==> config.mk <==
export PLATFORM = sky130hd
export DESIGN_NAME = dll_fc_init_ctrl
export DESIGN_NICKNAME = d
export VERILOG_FILES = /design/src/rtl/dll_pkg.sv /design/src/rtl/dll_fci_tx_seq.sv /design/src/rtl/dll_fc_init_ctrl.sv
export SDC_FILE = /design/constraint.sdc
export NUM_CORES = 1
export LEC_CHECK = 0
export CAP_MARGIN = 30
export CORE_MARGIN = 1
export CORE_UTILIZATION = 53
export DETAILED_ROUTE_END_ITERATION = 8
export PLACE_DENSITY = 0.88
export SLEW_MARGIN = 30
export SYNTH_ARGS = -nofsm -noshare
export SYNTH_HDL_FRONTEND = slang
export SYNTH_SLANG_ARGS = --single-unit
==> constraint.sdc <==
create_clock -name sclk -period 4.2 [get_ports sclk]
set_input_delay 1.05 -clock sclk [delete_from_list [all_inputs] [get_ports sclk]]
set_output_delay 1.05 -clock sclk [all_outputs]
set_load 0.02 [all_outputs]
==> src/rtl/dll_pkg.sv <==
// Shared DLL types: DLCM state encoding, FC type, DLLP type codes used by FC init.
package dll_pkg;
  typedef enum logic [1:0] {
    DL_INACTIVE = 2'd0,
    DL_INIT1    = 2'd1,
    DL_INIT2    = 2'd2,
    DL_ACTIVE   = 2'd3
  } dlcm_state_t;

  typedef enum logic [1:0] {
    FC_P   = 2'd0,
    FC_NP  = 2'd1,
    FC_CPL = 2'd2
  } fc_type_t;

  localparam logic [3:0] INITFC1_P    = 4'h4;
  localparam logic [3:0] INITFC1_NP   = 4'h5;
  localparam logic [3:0] INITFC1_CPL  = 4'h6;
  localparam logic [3:0] INITFC2_P    = 4'hC;
  localparam logic [3:0] INITFC2_NP   = 4'hD;
  localparam logic [3:0] INITFC2_CPL  = 4'hE;
  localparam logic [3:0] UPDATEFC_P   = 4'h8;
  localparam logic [3:0] UPDATEFC_NP  = 4'h9;
  localparam logic [3:0] UPDATEFC_CPL = 4'hA;

  // InitFC codes are {fc2, 1'b1, fct}, so the set sequencer builds them from the counters.
  function automatic logic [3:0] initfc_code(input logic fc2, input fc_type_t fct);
    return {fc2, 1'b1, fct};
  endfunction
endpackage

==> src/rtl/dll_fci_tx_seq.sv <==
// InitFC set sequencer: walks vc 0..NUM_VC-1 x {P,NP,Cpl} over a valid/ready handshake.
module dll_fci_tx_seq
  import dll_pkg::*;
#(
  parameter int NUM_VC = 1,
  parameter int HDR_W  = 8,
  parameter int DATA_W = 12
) (
  input  logic                        sclk,
  input  logic                        srst_n,
  input  logic                        clr,
  input  logic                        start,
  input  logic                        fc2_sel,
  input  logic [2:0][HDR_W-1:0]       adv_hdr,
  input  logic [2:0][DATA_W-1:0]      adv_data,
  input  logic                        tx_ready,
  output logic                        tx_valid,
  output logic [3:0]                  tx_type,
  output logic [2:0]                  tx_vc,
  output logic [HDR_W-1:0]            tx_hdr,
  output logic [DATA_W-1:0]           tx_data,
  output logic                        set_done
);
  logic [2:0] vc_q, nxt_vc;
  fc_type_t   fct_q, nxt_fct;
  logic       fc2_q, xfer, last;

  assign xfer     = tx_valid & tx_ready;
  assign last     = (vc_q == 3'(NUM_VC-1)) && (fct_q == FC_CPL);
  assign set_done = xfer & last;

  always_comb begin
    nxt_fct = (fct_q == FC_CPL) ? FC_P : fc_type_t'(fct_q + 2'd1);
    nxt_vc  = (fct_q == FC_CPL) ? vc_q + 3'd1 : vc_q;
  end

  // Fields are registered so they stay frozen while the generator stalls.
  always_ff @(posedge sclk) begin
    if (!srst_n || clr) begin
      tx_valid <= 1'b0;
      tx_type  <= '0;
      tx_vc    <= '0;
      tx_hdr   <= '0;
      tx_data  <= '0;
      vc_q     <= '0;
      fct_q    <= FC_P;
      fc2_q    <= 1'b0;
    end else if (start) begin
      tx_valid <= 1'b1;
      vc_q     <= '0;
      fct_q    <= FC_P;
      fc2_q    <= fc2_sel;
      tx_type  <= initfc_code(fc2_sel, FC_P);
      tx_vc    <= '0;
      tx_hdr   <= adv_hdr[FC_P];
      tx_data  <= adv_data[FC_P];
    end else if (xfer) begin
      if (last) begin
        tx_valid <= 1'b0;
      end else begin
        vc_q    <= nxt_vc;
        fct_q   <= nxt_fct;
        tx_type <= initfc_code(fc2_q, nxt_fct);
        tx_vc   <= nxt_vc;
        tx_hdr  <= adv_hdr[nxt_fct];
        tx_data <= adv_data[nxt_fct];
      end
    end
  end
endmodule

==> src/rtl/dll_fc_init_ctrl.sv <==
// DLCM state machine with InitFC1/InitFC2 exchange, resend timer and partner credit table.
// Optional DLL_FCI_DBG_EN adds dbg_resend_cnt_o (saturating count of timer-driven set restarts).
module dll_fc_init_ctrl
  import dll_pkg::*;
#(
  parameter int NUM_VC        = 1,
  parameter int RESEND_CYCLES = 1024,
  parameter int HDR_W         = 8,
  parameter int DATA_W        = 12
) (
  input  logic              sclk,
  input  logic              srst_n,
  input  logic              phy_link_up_i,
  input  logic              rx_valid_i,
  input  logic [3:0]        rx_type_i,
  input  logic [2:0]        rx_vc_i,
  input  logic [HDR_W-1:0]  rx_hdr_fc_i,
  input  logic [DATA_W-1:0] rx_data_fc_i,
  input  logic [HDR_W-1:0]  adv_ph_i,
  input  logic [HDR_W-1:0]  adv_nph_i,
  input  logic [HDR_W-1:0]  adv_cplh_i,
  input  logic [DATA_W-1:0] adv_pd_i,
  input  logic [DATA_W-1:0] adv_npd_i,
  input  logic [DATA_W-1:0] adv_cpld_i,
  output logic              tx_valid_o,
  input  logic              tx_ready_i,
  output logic [3:0]        tx_type_o,
  output logic [2:0]        tx_vc_o,
  output logic [HDR_W-1:0]  tx_hdr_fc_o,
  output logic [DATA_W-1:0] tx_data_fc_o,
  input  logic [2:0]        rmt_rd_vc_i,
  input  logic [1:0]        rmt_rd_fct_i,
  output logic [HDR_W-1:0]  rmt_rd_hdr_o,
  output logic [DATA_W-1:0] rmt_rd_data_o,
  output logic [1:0]        state_o,
`ifdef DLL_FCI_DBG_EN
  output logic [15:0]       dbg_resend_cnt_o,
`endif
  output logic              link_up_o
);
  localparam int TW = $clog2(RESEND_CYCLES+1);
  localparam logic [TW-1:0] T_MAX = TW'(RESEND_CYCLES);

  dlcm_state_t state_q, state_nxt;
  logic [TW-1:0] timer_q;
  logic [NUM_VC-1:0][2:0] fi1_q;
  logic [NUM_VC-1:0]      fi2_q;
  logic [NUM_VC-1:0][2:0][HDR_W-1:0]  rmt_hdr_q;
  logic [NUM_VC-1:0][2:0][DATA_W-1:0] rmt_data_q;
  logic sent_q, started_q, in_init, chg, start, link_up_nxt, set_done;
  logic rx_fc1, rx_fc2, rx_upd, rx_live;

  assign in_init = (state_q == DL_INIT1) || (state_q == DL_INIT2);
  assign chg     = (state_nxt != state_q);
  assign state_o = state_q;

  always_ff @(posedge sclk) begin
    if (!srst_n) state_q <= DL_INACTIVE;
    else         state_q <= state_nxt;
  end

  always_comb begin
    state_nxt = state_q;
    if (!phy_link_up_i) state_nxt = DL_INACTIVE;
    else begin
      case (state_q)
        DL_INACTIVE: state_nxt = DL_INIT1;
        DL_INIT1:    if ((&fi1_q) && sent_q && !tx_valid_o) state_nxt = DL_INIT2;
        DL_INIT2:    if ((&fi2_q) && sent_q && !tx_valid_o) state_nxt = DL_ACTIVE;
        default:     state_nxt = state_q;
      endcase
    end
  end

  // A set only launches from idle and never in a cycle where the state is about to move.
  always_comb begin
    start       = in_init && !chg && !tx_valid_o && (timer_q == T_MAX);
    link_up_nxt = (state_nxt == DL_ACTIVE);
  end

  always_ff @(posedge sclk) begin
    if (!srst_n) link_up_o <= 1'b0;
    else         link_up_o <= link_up_nxt;
  end

  // Entering INIT1/INIT2 preloads the timer so the first set goes out immediately.
  always_ff @(posedge sclk) begin
    if (!srst_n) begin
      timer_q   <= '0;
      sent_q    <= 1'b0;
      started_q <= 1'b0;
    end else if (chg) begin
      timer_q   <= (state_nxt == DL_INIT1 || state_nxt == DL_INIT2) ? T_MAX : '0;
      sent_q    <= 1'b0;
      started_q <= 1'b0;
    end else begin
      if (start) begin
        timer_q   <= TW'(1);
        started_q <= 1'b1;
      end else if (in_init && timer_q != T_MAX) begin
        timer_q <= timer_q + TW'(1);
      end
      if (set_done) sent_q <= 1'b1;
    end
  end

`ifdef DLL_FCI_DBG_EN
  always_ff @(posedge sclk) begin
    if (!srst_n || !phy_link_up_i || state_q == DL_INACTIVE) dbg_resend_cnt_o <= '0;
    else if (start && started_q && dbg_resend_cnt_o != 16'hFFFF)
      dbg_resend_cnt_o <= dbg_resend_cnt_o + 16'd1;
  end
`endif

  assign rx_fc1  = (rx_type_i == INITFC1_P) || (rx_type_i == INITFC1_NP) || (rx_type_i == INITFC1_CPL);
  assign rx_fc2  = (rx_type_i == INITFC2_P) || (rx_type_i == INITFC2_NP) || (rx_type_i == INITFC2_CPL);
  assign rx_upd  = (rx_type_i == UPDATEFC_P) || (rx_type_i == UPDATEFC_NP) || (rx_type_i == UPDATEFC_CPL);
  assign rx_live = rx_valid_i && phy_link_up_i && in_init;

  // First InitFC per (vc,fct) wins; later copies never overwrite the table.
  always_ff @(posedge sclk) begin
    if (!srst_n || !phy_link_up_i) begin
      fi1_q      <= '0;
      fi2_q      <= '0;
      rmt_hdr_q  <= '0;
      rmt_data_q <= '0;
    end else if (rx_live) begin
      for (int v = 0; v < NUM_VC; v++) begin
        if (rx_vc_i == 3'(v)) begin
          for (int f = 0; f < 3; f++) begin
            if ((rx_fc1 || rx_fc2) && rx_type_i[1:0] == 2'(f) && !fi1_q[v][f]) begin
              fi1_q[v][f]      <= 1'b1;
              rmt_hdr_q[v][f]  <= rx_hdr_fc_i;
              rmt_data_q[v][f] <= rx_data_fc_i;
            end
          end
          if (rx_fc2 || rx_upd) fi2_q[v] <= 1'b1;
        end
      end
    end
  end

  always_comb begin
    rmt_rd_hdr_o  = '0;
    rmt_rd_data_o = '0;
    for (int v = 0; v < NUM_VC; v++) begin
      for (int f = 0; f < 3; f++) begin
        if (rmt_rd_vc_i == 3'(v) && rmt_rd_fct_i == 2'(f)) begin
          rmt_rd_hdr_o  = rmt_hdr_q[v][f];
          rmt_rd_data_o = rmt_data_q[v][f];
        end
      end
    end
  end

  dll_fci_tx_seq #(.NUM_VC(NUM_VC), .HDR_W(HDR_W), .DATA_W(DATA_W)) u_seq (
    .sclk     (sclk),
    .srst_n   (srst_n),
    .clr      (!phy_link_up_i),
    .start    (start),
    .fc2_sel  (state_q == DL_INIT2),
    .adv_hdr  ({adv_cplh_i, adv_nph_i, adv_ph_i}),
    .adv_data ({adv_cpld_i, adv_npd_i, adv_pd_i}),
    .tx_ready (tx_ready_i),
    .tx_valid (tx_valid_o),
    .tx_type  (tx_type_o),
    .tx_vc    (tx_vc_o),
    .tx_hdr   (tx_hdr_fc_o),
    .tx_data  (tx_data_fc_o),
    .set_done (set_done)
  );
endmodule
==> flow_summary.ini <==
[worst_hold_path]
worstHoldPathType = flop to flop

[pwr]
p_per_area_nw_per_um2 = 254
p_leak_uw = 0.00270
vdd_drop_max_mv = 0.154

[logic_synthesis]
ys_types = 48
synth.top_cells.by_count = 108 x dfxtp_1, 94 x nand2_1, 88 x nor2_1
synth_fp_nets = 764
synth_edf_count = 0
yosysWarnings = 0
synth_top_area_frac = 0.393
ys_seq_area_frac = 0.393
yosysTopAreaCell = dfxtp_1
synth_area_um2 = 5500
postSynthCellCount = 657
synthTopCellsByArea = dfxtp_1 39%, mux2i_1 15%, nand2_1 6.4%
yosys_register_bits = 108
postSynthAreaPerCell_um2 = 8.38
synth-main-ff-cell = dfxtp_1
async_flop_share = 0
yosysMostFrequentCell = dfxtp_1

[worst_setup_path]
cp-start-kind = primary input
cp_num_buf_inv = 3
worstPathRequired_ns = 3.15
critPathSlowestCell = clkdlybuf4s50_1
cpMostUsedCell = clkdlybuf4s50_1
arrival_ns = 3.04
path_max_fanout = 12
crit_family = buffers and inverters
max_stage_delay_ns = 0.63
crit_type = primary input to primary output
crit_path_end_kind = primary output
cp_cell_sequence = clkdlybuf4s50_1, nor4_4, buf_4, o21ai_0, a21oi_1, clkdlybuf4s50_1

[timing]
skew_ns = 0.0127
tightest_slew_ns = 0.972
post-route-min-period_ns = 4.09
hold_violations = 0
slew-limit-headroom = 0.352
setup_violations = 0
fin_ws_ns = 0.106
post-route-period-util = 0.975
setup_tns_ns = 0
rsz0062_at_grt = false
worst_hold_slack_ns = 0.453
fmax_ghz = 0.244
drv_slew = 0

[place]
io_buffers = 147
dp_hpwl_um = 10300
dp_cells = 900
pre_cts_slack_ns = 0.102
gp_congestion = 0.888

[die]
start_util = 0.555
rows = 36
die_width_um = 104
die-area_um2 = 10800
core_um2 = 9910
io-pin-count = 148
die_h_um = 104

[clock_tree]
htree_levels = 3
cts_resized = 0
cts_root_buffer = clkbuf_8
postCtsSetupRepairBufs = 0
cts_sinks = 108
path_clk_slew_ns = 0.11
clkLatencyLatePin_ns = 0.37
cts_made_buffers = 9
cts_tree = yes
cts_hold_buf = 0
clk_path_buf_depth = 2

[cells_and_area]
final_util = 0.731
nNetsFinal = 885
seq_area_um2 = 2160
area_growth_pct = 31.6
fillers = 711
multi_input_area_um2 = 3100
finalNonFillerCells = 915
diodes = 0
drive_above_1_share = 0.0703

[routing]
vias = 5222
wl_per_cell_um = 15.9
post-route-drc-count = 0
drt-total-wl_um = 14500
antenna_violating_nets_post_route = 0
wl_met3_um = 1130
drt_pass1_iterations = 4
dr_wl_met2_um = 7130
via_per_inst = 5.71
topRoutingLayerUsed = met4
drt-met1-wl_um = 5990
drt_iter0_drc = 254

[grt]
grt_overflow_total = 0
grt_max_degree = 54
grt_usage = 0.272
grt_pass1_wl_um = 24400
first_global_vias = 5229
antenna_found_initial = 0

[run]
maxCapViolCount = 0

[run_status]
status = finished, final reports clean
## where the power goes
part           internal [µW]  switching [µW]
logic                    116            97.7
clock network            238             356
registers               1030            3.83
## worst min-delay path: cells and delay by family, from the launching register on
family             cells  cell delay [ns]
DFF                    1             0.32
and+or+nand+nor        1             0.05
AOI/OAI and AO/OA      1             0.05
## per-layer routing
metal / vias to the layer above / global-route usage
li1: 2517 / -
met1: 2443 / 0.335
met2: 238 / 0.477
met3: 24 / 0.0551
met4: 0 / 0.0837
met5: - / 0
## stage by stage
step | total power [µW] | area [µm²]
3_3_place_gp | 1260 | 7030
3_5_place_dp | 1260 | 7050
6_report | 1840 | 7240
5_1_grt | 1910 | 7240
4_1_cts | 1850 | 7230
2_1_floorplan | 1130 | 5500
## state kept, by name (all words and copies together) (netlist names), 2 cells and up
register	flops
fi1_q	3
u_seq.fct_q	2
rmt_hdr_q	24
state_o	2
timer_q	11
u_seq.tx_data	12
u_seq.vc_q	3
rmt_data_q	36
u_seq.tx_hdr	8
u_seq.tx_type	2
## cell type report
type                       instances  area share
inverter                          11     0.00570
timing repair buffer             161       0.220
sequential                       108       0.298
tap                              133      0.0230
clock inverter                     5     0.00605
clock buffer                      10      0.0190
multi-input combinational        487       0.428
## placed cells by master (no fill, tap or decap), drive strengths merged, types with 3 or more instances in the layout
cell,instances
a21oi,49
and2,6
buf,14
clkbuf,10
clkdlybuf4s50,146
dfxtp,108
ha,10
inv,14
mux2i,84
nand2,94
nand2b,5
nand3,9
nand4,23
nor2,88
nor3,9
nor4,4
o21ai,43
o31ai,21
or4,3
xnor2,6
xor2,5
## kinds of logic after synthesis
kind of cell | synth area share
xor gates and xnor gates | 0.0175
AOI/OAI and AO/OA | 0.143
adders and majority gates | 0.0227
and+or+nand+nor | 0.218
DFF | 0.393
buffers and inverters | 0.0528
muxes | 0.153
## final timing paths
path	startpoint	endpoint	slack (ns)	depth (start not counted)
worst max-delay path	rmt_rd_vc_i[1]	rmt_rd_data_o[10]	0.11	6
worst min-delay path	rmt_hdr_q[1]$_SDFFE_PP0P_	rmt_hdr_q[1]$_SDFFE_PP0P_	0.45	2
worst max register to register	state_o[1]$_SDFF_PN0_	u_seq.tx_hdr[0]$_SDFFE_PP0P_	1.34	7
worst min register to register	rmt_hdr_q[1]$_SDFFE_PP0P_	rmt_hdr_q[1]$_SDFFE_PP0P_	0.45	2
Power figures use the tool's default switching activity.
